File: config.mk
export PLATFORM = sky130hd
export DESIGN_NAME = uart_tx
export DESIGN_NICKNAME = d
export VERILOG_FILES = /design/src/rtl/uart_pkg.sv /design/src/rtl/uart_baud_gen.sv /design/src/rtl/uart_tx.sv
export SDC_FILE = /design/constraint.sdc
export NUM_CORES = 1
export LEC_CHECK = 0
export ABC_CLOCK_PERIOD_IN_PS = 3200
export CAP_MARGIN = 20
export CORE_MARGIN = 2
export CORE_UTILIZATION = 40
export CTS_CLUSTER_SIZE = 8
export DETAILED_ROUTE_END_ITERATION = 6
export GPL_ROUTABILITY_DRIVEN = 0
export PLACE_DENSITY = 0.55
export SYNTH_ARGS = -nofsm -noshare
export SYNTH_HDL_FRONTEND = slang
export SYNTH_SLANG_ARGS = --single-unit
File: constraint.sdc
create_clock -name clk -period 3.2 [get_ports clk]
set_input_delay 0.48 -clock clk [delete_from_list [all_inputs] [get_ports clk]]
set_output_delay 0.48 -clock clk [all_outputs]
set_load 0.005 [all_outputs]
File: src/rtl/uart_pkg.sv
// Shared UART definitions: FSM state encoding, default baud divider,
// counter width helper and parity-sense constants. Imported by the
// transmitter, its baud generator and (later) the receiver.
package uart_pkg;

    typedef enum logic [2:0] {
        IDLE,
        START,
        DATA,
        PARITY,
        STOP
    } state_t;

    // 50 MHz / 9600 baud
    localparam int DEF_BIT_DIV = 5208;

    // Width able to hold BIT_DIV-1; never below one bit.
    function automatic int cnt_width(input int div);
        return (div < 2) ? 1 : $clog2(div);
    endfunction

    localparam int DEF_CNT_W = cnt_width(DEF_BIT_DIV);

    localparam logic PAR_EVEN      = 1'b0;
    localparam logic PAR_ODD_SENSE = 1'b1;

endpackage

File: src/rtl/uart_baud_gen.sv
// Reloadable bit-period down-counter.
// Ports:
//   clk, reset   clock / asynchronous active-low reset
//   clear        force the counter to zero (idle)
//   restart      load BIT_DIV-1 to start a new bit period
//   bit_end      high during the last clock of the current bit period
// The counter parks at zero when neither input is active, so bit_end
// simply reads as high while idle; the FSM ignores it there.
module baud_gen
    import uart_pkg::*;
#(
    parameter int BIT_DIV = DEF_BIT_DIV,
    parameter int CNT_W   = cnt_width(BIT_DIV)
) (
    input  logic clk,
    input  logic reset,
    input  logic clear,
    input  logic restart,
    output logic bit_end
);

    localparam logic [CNT_W-1:0] RELOAD = CNT_W'(BIT_DIV - 1);

    logic [CNT_W-1:0] cnt;

    always_ff @(posedge clk or negedge reset) begin
        if (!reset) begin
            cnt <= '0;
        end else if (clear) begin
            cnt <= '0;
        end else if (restart) begin
            cnt <= RELOAD;
        end else if (cnt != '0) begin
            cnt <= cnt - CNT_W'(1);
        end
    end

    assign bit_end = (cnt == '0);

endmodule

File: src/rtl/uart_tx.sv
// Parallel-to-serial UART transmitter: start bit, 8 data bits LSB first,
// optional parity, 1 or 2 stop bits.
// Ports:
//   clk     system clock
//   reset   asynchronous active-low reset (aborts any frame)
//   ld      load strobe, accepted only while tx_rdy is high
//   Din     byte to send, sampled on the accepting edge
//   tx      registered serial output, idles high
//   tx_rdy  idle and able to accept ld
//   done    one-cycle pulse on the cycle after the final stop bit
module uart_tx
    import uart_pkg::*;
#(
    parameter int BIT_DIV   = DEF_BIT_DIV,
    parameter int PAR_EN    = 0,
    parameter int PAR_ODD   = 0,
    parameter int STOP_BITS = 1
) (
    input  logic       clk,
    input  logic       reset,
    input  logic       ld,
    input  logic [7:0] Din,
    output logic       tx,
    output logic       tx_rdy,
    output logic       done
);

    localparam logic       PAR_SENSE = (PAR_ODD != 0) ? PAR_ODD_SENSE : PAR_EVEN;
    localparam logic [2:0] LAST_STOP = 3'(STOP_BITS - 1);

    state_t     state, state_n;
    logic [7:0] shift, shift_n;
    logic [2:0] idx, idx_n;       // data bit index, reused as stop bit index
    logic       par, par_n;
    logic       tx_n, done_n;
    logic       bit_end, restart, clear;

    baud_gen #(.BIT_DIV(BIT_DIV)) u_baud (
        .clk     (clk),
        .reset   (reset),
        .clear   (clear),
        .restart (restart),
        .bit_end (bit_end)
    );

    always_ff @(posedge clk or negedge reset) begin
        if (!reset) begin
            state <= IDLE;
            shift <= 8'h00;
            idx   <= 3'd0;
            par   <= 1'b0;
            tx    <= 1'b1;
            done  <= 1'b0;
        end else begin
            state <= state_n;
            shift <= shift_n;
            idx   <= idx_n;
            par   <= par_n;
            tx    <= tx_n;
            done  <= done_n;
        end
    end

    always_comb begin
        state_n = state;
        shift_n = shift;
        idx_n   = idx;
        par_n   = par;
        done_n  = 1'b0;
        restart = 1'b0;
        clear   = 1'b0;

        case (state)
            IDLE: begin
                if (ld) begin
                    state_n = START;
                    shift_n = Din;
                    par_n   = (^Din) ^ PAR_SENSE;
                    idx_n   = 3'd0;
                    restart = 1'b1;
                end
            end
            START: begin
                if (bit_end) begin
                    state_n = DATA;
                    restart = 1'b1;
                end
            end
            DATA: begin
                if (bit_end) begin
                    restart = 1'b1;
                    shift_n = shift >> 1;
                    if (idx == 3'd7) begin
                        idx_n   = 3'd0;
                        state_n = (PAR_EN != 0) ? PARITY : STOP;
                    end else begin
                        idx_n = idx + 3'd1;
                    end
                end
            end
            PARITY: begin
                if (bit_end) begin
                    state_n = STOP;
                    restart = 1'b1;
                end
            end
            STOP: begin
                if (bit_end) begin
                    if (idx == LAST_STOP) begin
                        state_n = IDLE;
                        idx_n   = 3'd0;
                        done_n  = 1'b1;
                        clear   = 1'b1;
                    end else begin
                        idx_n   = idx + 3'd1;
                        restart = 1'b1;
                    end
                end
            end
            default: state_n = IDLE;
        endcase

        // tx is decoded from the next state so the pin changes on the same
        // edge as the state register, with no combinational path to it.
        case (state_n)
            START:   tx_n = 1'b0;
            DATA:    tx_n = shift_n[0];
            PARITY:  tx_n = par_n;
            default: tx_n = 1'b1;
        endcase
    end

    assign tx_rdy = (state == IDLE);

endmodule
# [Yosys cells after proc, flatten, opt, wreduce, memory -nomap -nowiden]
# Index checks and enable logic that the tools add are counted.
[classes] reduce_logical=11 bitwise_logic=0 eq_ne=11 multipliers=0 mux=31 shift=0 magnitude_cmp=0 n_addsub=2 div_mod_pow=0
[ops] op="$mux 13" n=3
[ops] op="$mux 3" n=12
[ops] op="$mux 8" n=2
[ops] op="$pmux 8 s2" n=1
[ops] op="$pmux 3 s5" n=1
[ops] op="$logic_not 13->1" n=1
[ops] op="$reduce_bool 13->1" n=1
[ops] op="$sub 13x1->13 const B" n=1
[ops] op="$eq 3x2->1 const B" n=4
[ops] op="$mux 1" n=9
[ops] op="$pmux 3 s3" n=1
[ops] op="$reduce_xor 8->1" n=1
[ops] op="$eq 3x1->1 const B" n=2
[ops] op="$eq 3x3->1 const B" n=2
[ops] op="$logic_not 3->1" n=2
[ops] op="$ne 2x2->1 const B" n=3
[ops] op="$pmux 1 s3" n=2
[ops] op="$reduce_bool 3->1" n=2
[ops] op="$reduce_and 4->1" n=1
[ops] op="$add 3x1->3 const B" n=1
[ops] op="$reduce_and 3->1" n=1
[ops] op="$reduce_or 3->1" n=1
[ops] op="$reduce_bool 2->1" n=1
[word_totals] out_inout_bits=3 word_cells=63 latchBits=0 romBits=0 ramBits=0 n_memories=0 ff_bits=30

# [Longest topological paths before layout]
[logic_depth] ltp_word=6 depth_mapped=8 ltp_nobuf=7

# [Cells and area by module]
# A second synthesis with hierarchy kept.
[hier_totals] cells_unflattened=189 area_unflattened_um2=1796.7
[by_module_without_submodules] mod="uart_tx" seq_area_each_um2=426.7 area_each_um2=1027.2 cells_each=106 instances=1
[by_module_without_submodules] mod="baud_gen" seq_area_each_um2=325.3 area_each_um2=769.5 cells_each=83 instances=1

# [Least setup slack after synthesis]
# No wires, ideal clock.
[synth_path] path_kind="flip-flop to flip-flop" startpoint="register u_baud.cnt[0]" endpoint="register idx[0]" arrival_ps=2364 period_less_slack_ps=2492 path_stages_with_launch=8 setup_time_ps=128 slack_ps=708 path_buffers=0 cell_sequence="dfrtp_1 > inv_1 > ha_1 > or4b_4 > or4_4 > o21a_1 > nor3_4 > mux2_1"
[synth_via] elab_chain_len=3
[synth_lines] element="from (decl)" line="uart_baud_gen.sv:24" rtl="logic [CNT_W-1:0] cnt;"
[synth_lines] element="from (signal assigned)" line="uart_baud_gen.sv:34" rtl="cnt <= cnt - CNT_W'(1);"
[synth_lines] element="$logic_not 13->1 (*)" line="uart_baud_gen.sv:38" rtl="assign bit_end = (cnt == '0);"
[synth_lines] element="$ne 2x2->1 (no line)"
[synth_lines] element="$reduce_and 4->1 (no line) (*)"
[synth_lines] element="to (signal assigned)" line="uart_tx.sv:57" rtl="idx <= idx_n;"
[synth_lines] element="to (decl)" line="uart_tx.sv:33" rtl="logic [2:0] idx, idx_n;"
# Mark *: on every way between the ends. The rest lies on a longest branch, timed or not.
# A chain may end at the register's enable or synchronous reset.

# [Final worst setup path]
# Ends and elaborated chain as after synthesis.

==> reports/qor.csv <==
stage,metric,value,unit
route,routed wire length,3260,µm
setup_path,crit path DAT,2.85,ns
yosys,synthesized cell area,0.00164,mm²
clocking,Clock Path Buffers,2,
final_layout,Antenna Cells,0,
yosys,Synth top area share,0.443,
sta,Slew Limit Fails,0,
power,Leakage,0.000787,µW
yosys,top post-synthesis cells by count,"29 x dfrtp_1, 17 x nor2_1, 10 x xnor2_1",
setup_path,Crit Reg-Reg Startpoint,u_baud.cnt[0],
final_layout,layout cells sized above 1,0.122,
clocking,clk root buf,clkbuf_8,
setup_path,Crit Path Max Fanout,13,
yosys,top-count cell post-synth,dfrtp_1,
power,switching fraction of total power,0.298,
sta,Max-slew headroom,0.467,
yosys,largest area contributor in the netlist,dfrtp_1,
global_routing,largest net degree at the start of global routing,20,
global_routing,Total GRT Usage,0.162,
clocking,number of gates resized after cts,0,
sta,RSZ-0062 raised after global routing,false,
clocking,cts bufs inserted,5,
route,vias per inst,5.31,
sta,Clock Skew,0.00463,ns
route,vias,1221,
floorplan,core area,0.00397,mm²
yosys,Main synth FF type,dfrtp_1,
hold_path,HP Class,reg -> reg,
floorplan,Site Rows,23,
hold_path,worst hold path stage count,1,
power,clock share of power,0.285,
clocking,# H-tree levels,2,
final_layout,Area Overhead vs Synth,17.6,%
setup_path,kind of end point of the critical path,flip-flop,
power,Pint,767,µW
global_routing,total grt overflow,0,
setup_path,Critical Path Start,u_baud.cnt[0],
setup_path,Worst path max stage delay,0.64,ns
clocking,CTS sink cnt,30,
sta,Final Hold Vio Count,0,
floorplan,DIE AREA,0.00462,mm²
job,max_cap viols,0,
global_routing,first-pass GRT wire length,5480,µm
setup_path,critical path required time,3.36,ns
power,pwr dens,567,mW/mm²
yosys,syn avg cell area,10.1,µm²
final_layout,Multi-input gate area,853,µm²
clocking,CTS tree,built,
power,share of power burned in combinational logic,0.224,
global_routing,initial antenna violation count,0,
final_layout,fill count,382,
global_routing,vias in the first global route,1178,
yosys,"EDFF count, synth",0,
floorplan,Initial Util,0.412,
yosys,Area contributors post-synth,"dfrtp_1 44%, xnor2_1 5.3%, nor2_1 3.9%, a221o_1 3.7%, xor2_1 3.2%",
power,VDD IR-drop max,237,µV
yosys,#FFs+latches synth,30,
status,status,"complete, no violations",
setup_path,Critical Path End,idx[0],
clocking,Clock transition at path regs,0.06,ns
setup_path,Critical R2R Capture,idx[0],
yosys,cell count after synthesis,162,
power,sequential power share,0.491,
final_layout,"Cell Count, Final, Fillers Out",230,
place,Inst Count DP,222,
final_layout,register area,752,µm²
yosys,asr flop ratio synth,1.00,
floorplan,Die Span X,68.0,µm
yosys,"Distinct cells, synth",43,
power,NetSw,326,µW
route,# DRC,0,
sta,Final setup viols,0,
clocking,CTS Hold Bufs,0,
setup_path,critical path class,reg -> reg,
route,Pre-Repair DR Iteration Count,4,
yosys,"Seq/Total Area, Yosys",0.459,
sta,Tightest Pin Transition,0.796,ns
setup_path,slowest library cell on the worst path,or4_4,
final_layout,# nets final,194,
setup_path,crit start category,flip-flop,
yosys,Mapped Nets,177,
place,HPWL Detailed,2440,µm
sta,total negative setup slack,0,ns
clocking,Post-CTS Setup Bufs,0,
route,DRT antenna net count,0,
setup_path,depth of the worst register-to-register path,7,
sta,fin crit period,2.69,ns
setup_path,worst-path cell chain,"inv_1, ha_1, or4b_4, or4_4, o21a_1, nor3_4, mux2_1",
setup_path,r2r setup slk,0.51,ns
place,PortBufs,13,
route,drt wl/cell,14.2,µm
yosys,synth warn,0,
route,DRC marker count from the first detailed-route iteration,76,
floorplan,Ports,14,
clocking,Skew-Pair Late Insertion Delay,0.28,ns
floorplan,die height,68.0,µm
sta,fmax,372,MHz
sta,Final Cycle Share,0.840,
==> placed cells by master, fill, tap and decap left out, types with 6 or more instances in the layout <==
cell type and instances:
a21oi_1 7, nand2_1 8, a221o_1 6, dfrtp_1 29, clkdlybuf4s50_1 13, o21ai_0 8, and2_1 7, xor2_1 6
clkbuf_8 6, nor2_1 17, xnor2_1 10
==> worst max-delay path, delay by kind of cell (launching register included) <==
family | cells | cell delay, ns
AOI/OAI and AO/OA | 1 | 0.24
adders and majority gates | 1 | 0.21
buffers and inverters | 1 | 0.09
DFF | 1 | 0.37
muxes | 1 | 0.34
and+or+nand+nor | 3 | 1.31
==> layer usage <==
metal	routed length, µm	up-vias	global-route usage
met4	34	0	0.0600
li1	-	614	-
met1	1540	584	0.224
met5	0	-	0
met2	1530	19	0.237
met3	158	4	0.0510
==> cell families (layout without fill, tap and decap cells) <==
group                    after synthesis  in the layout  share of synthesized area
AO/OA/AOI/OAI                         31             31                      0.129
XOR/XNOR                              16             16                     0.0856
adder cells (fa/ha/maj)                4              4                     0.0306
buffers and inverters                 10             28                     0.0237
flip-flops                            30             30                      0.459
multiplexers                           7              7                     0.0451
AND/OR/NAND/NOR                       64             64                      0.227
==> how the worst min path moves through the flow <==
stage,startpoint,to,slack (ns)
floorplan,reset,done,0.18
global placement,idx[2],idx[2],0.50
detailed placement,shift[3],shift[3],0.50
CTS,shift[5],shift[5],0.52
global route,shift[3],shift[3],0.53
finish,shift[4],shift[3],0.51
==> stage by stage <==
stage / power (µW) / utilization / setup slack (ns) / hold WS [ns] / instance area [µm²]
after floorplan: 710 / - / 0.708 / 0.184 / 1640
after global placement: 783 / 0.462 / 0.557 / 0.497 / 1840
after detailed placement: 789 / 0.462 / 0.505 / 0.498 / 1840
after CTS: 1100 / 0.485 / 0.496 / 0.516 / 1930
after global routing: 1160 / 0.485 / 0.418 / 0.526 / 1930
final: 1090 / 0.485 / 0.511 / 0.513 / 1930
==> power by group through the flow <==
stage | clock (µW) | combinational (µW) | sequential [µW]
after floorplan | 0 | 187 | 523
after global placement | 0 | 241 | 543
after detailed placement | 0 | 246 | 542
after CTS | 315 | 249 | 538
after global routing | 334 | 276 | 550
final | 312 | 245 | 537
==> sequential cells by signal, summed over array words and instances (netlist names) <==
| signal | count |
|---|---|
| u_baud.cnt | 13 |
| state | 3 |
| par | 1 |
| shift | 8 |
| tx | 1 |
| done | 1 |
| idx | 3 |
==> cell type report <==
| type | instances | area share |
|---|---|---|
| inverters | 4 | 0.00779 |
| well taps | 50 | 0.0325 |
| clock buffers | 7 | 0.0448 |
| clock inverters | 1 | 0.00260 |
| flip-flops and latches | 30 | 0.390 |
| multi-input cells | 122 | 0.443 |
| repair buffers | 16 | 0.0792 |
No activity file was read; power rests on OpenSTA's default activity.
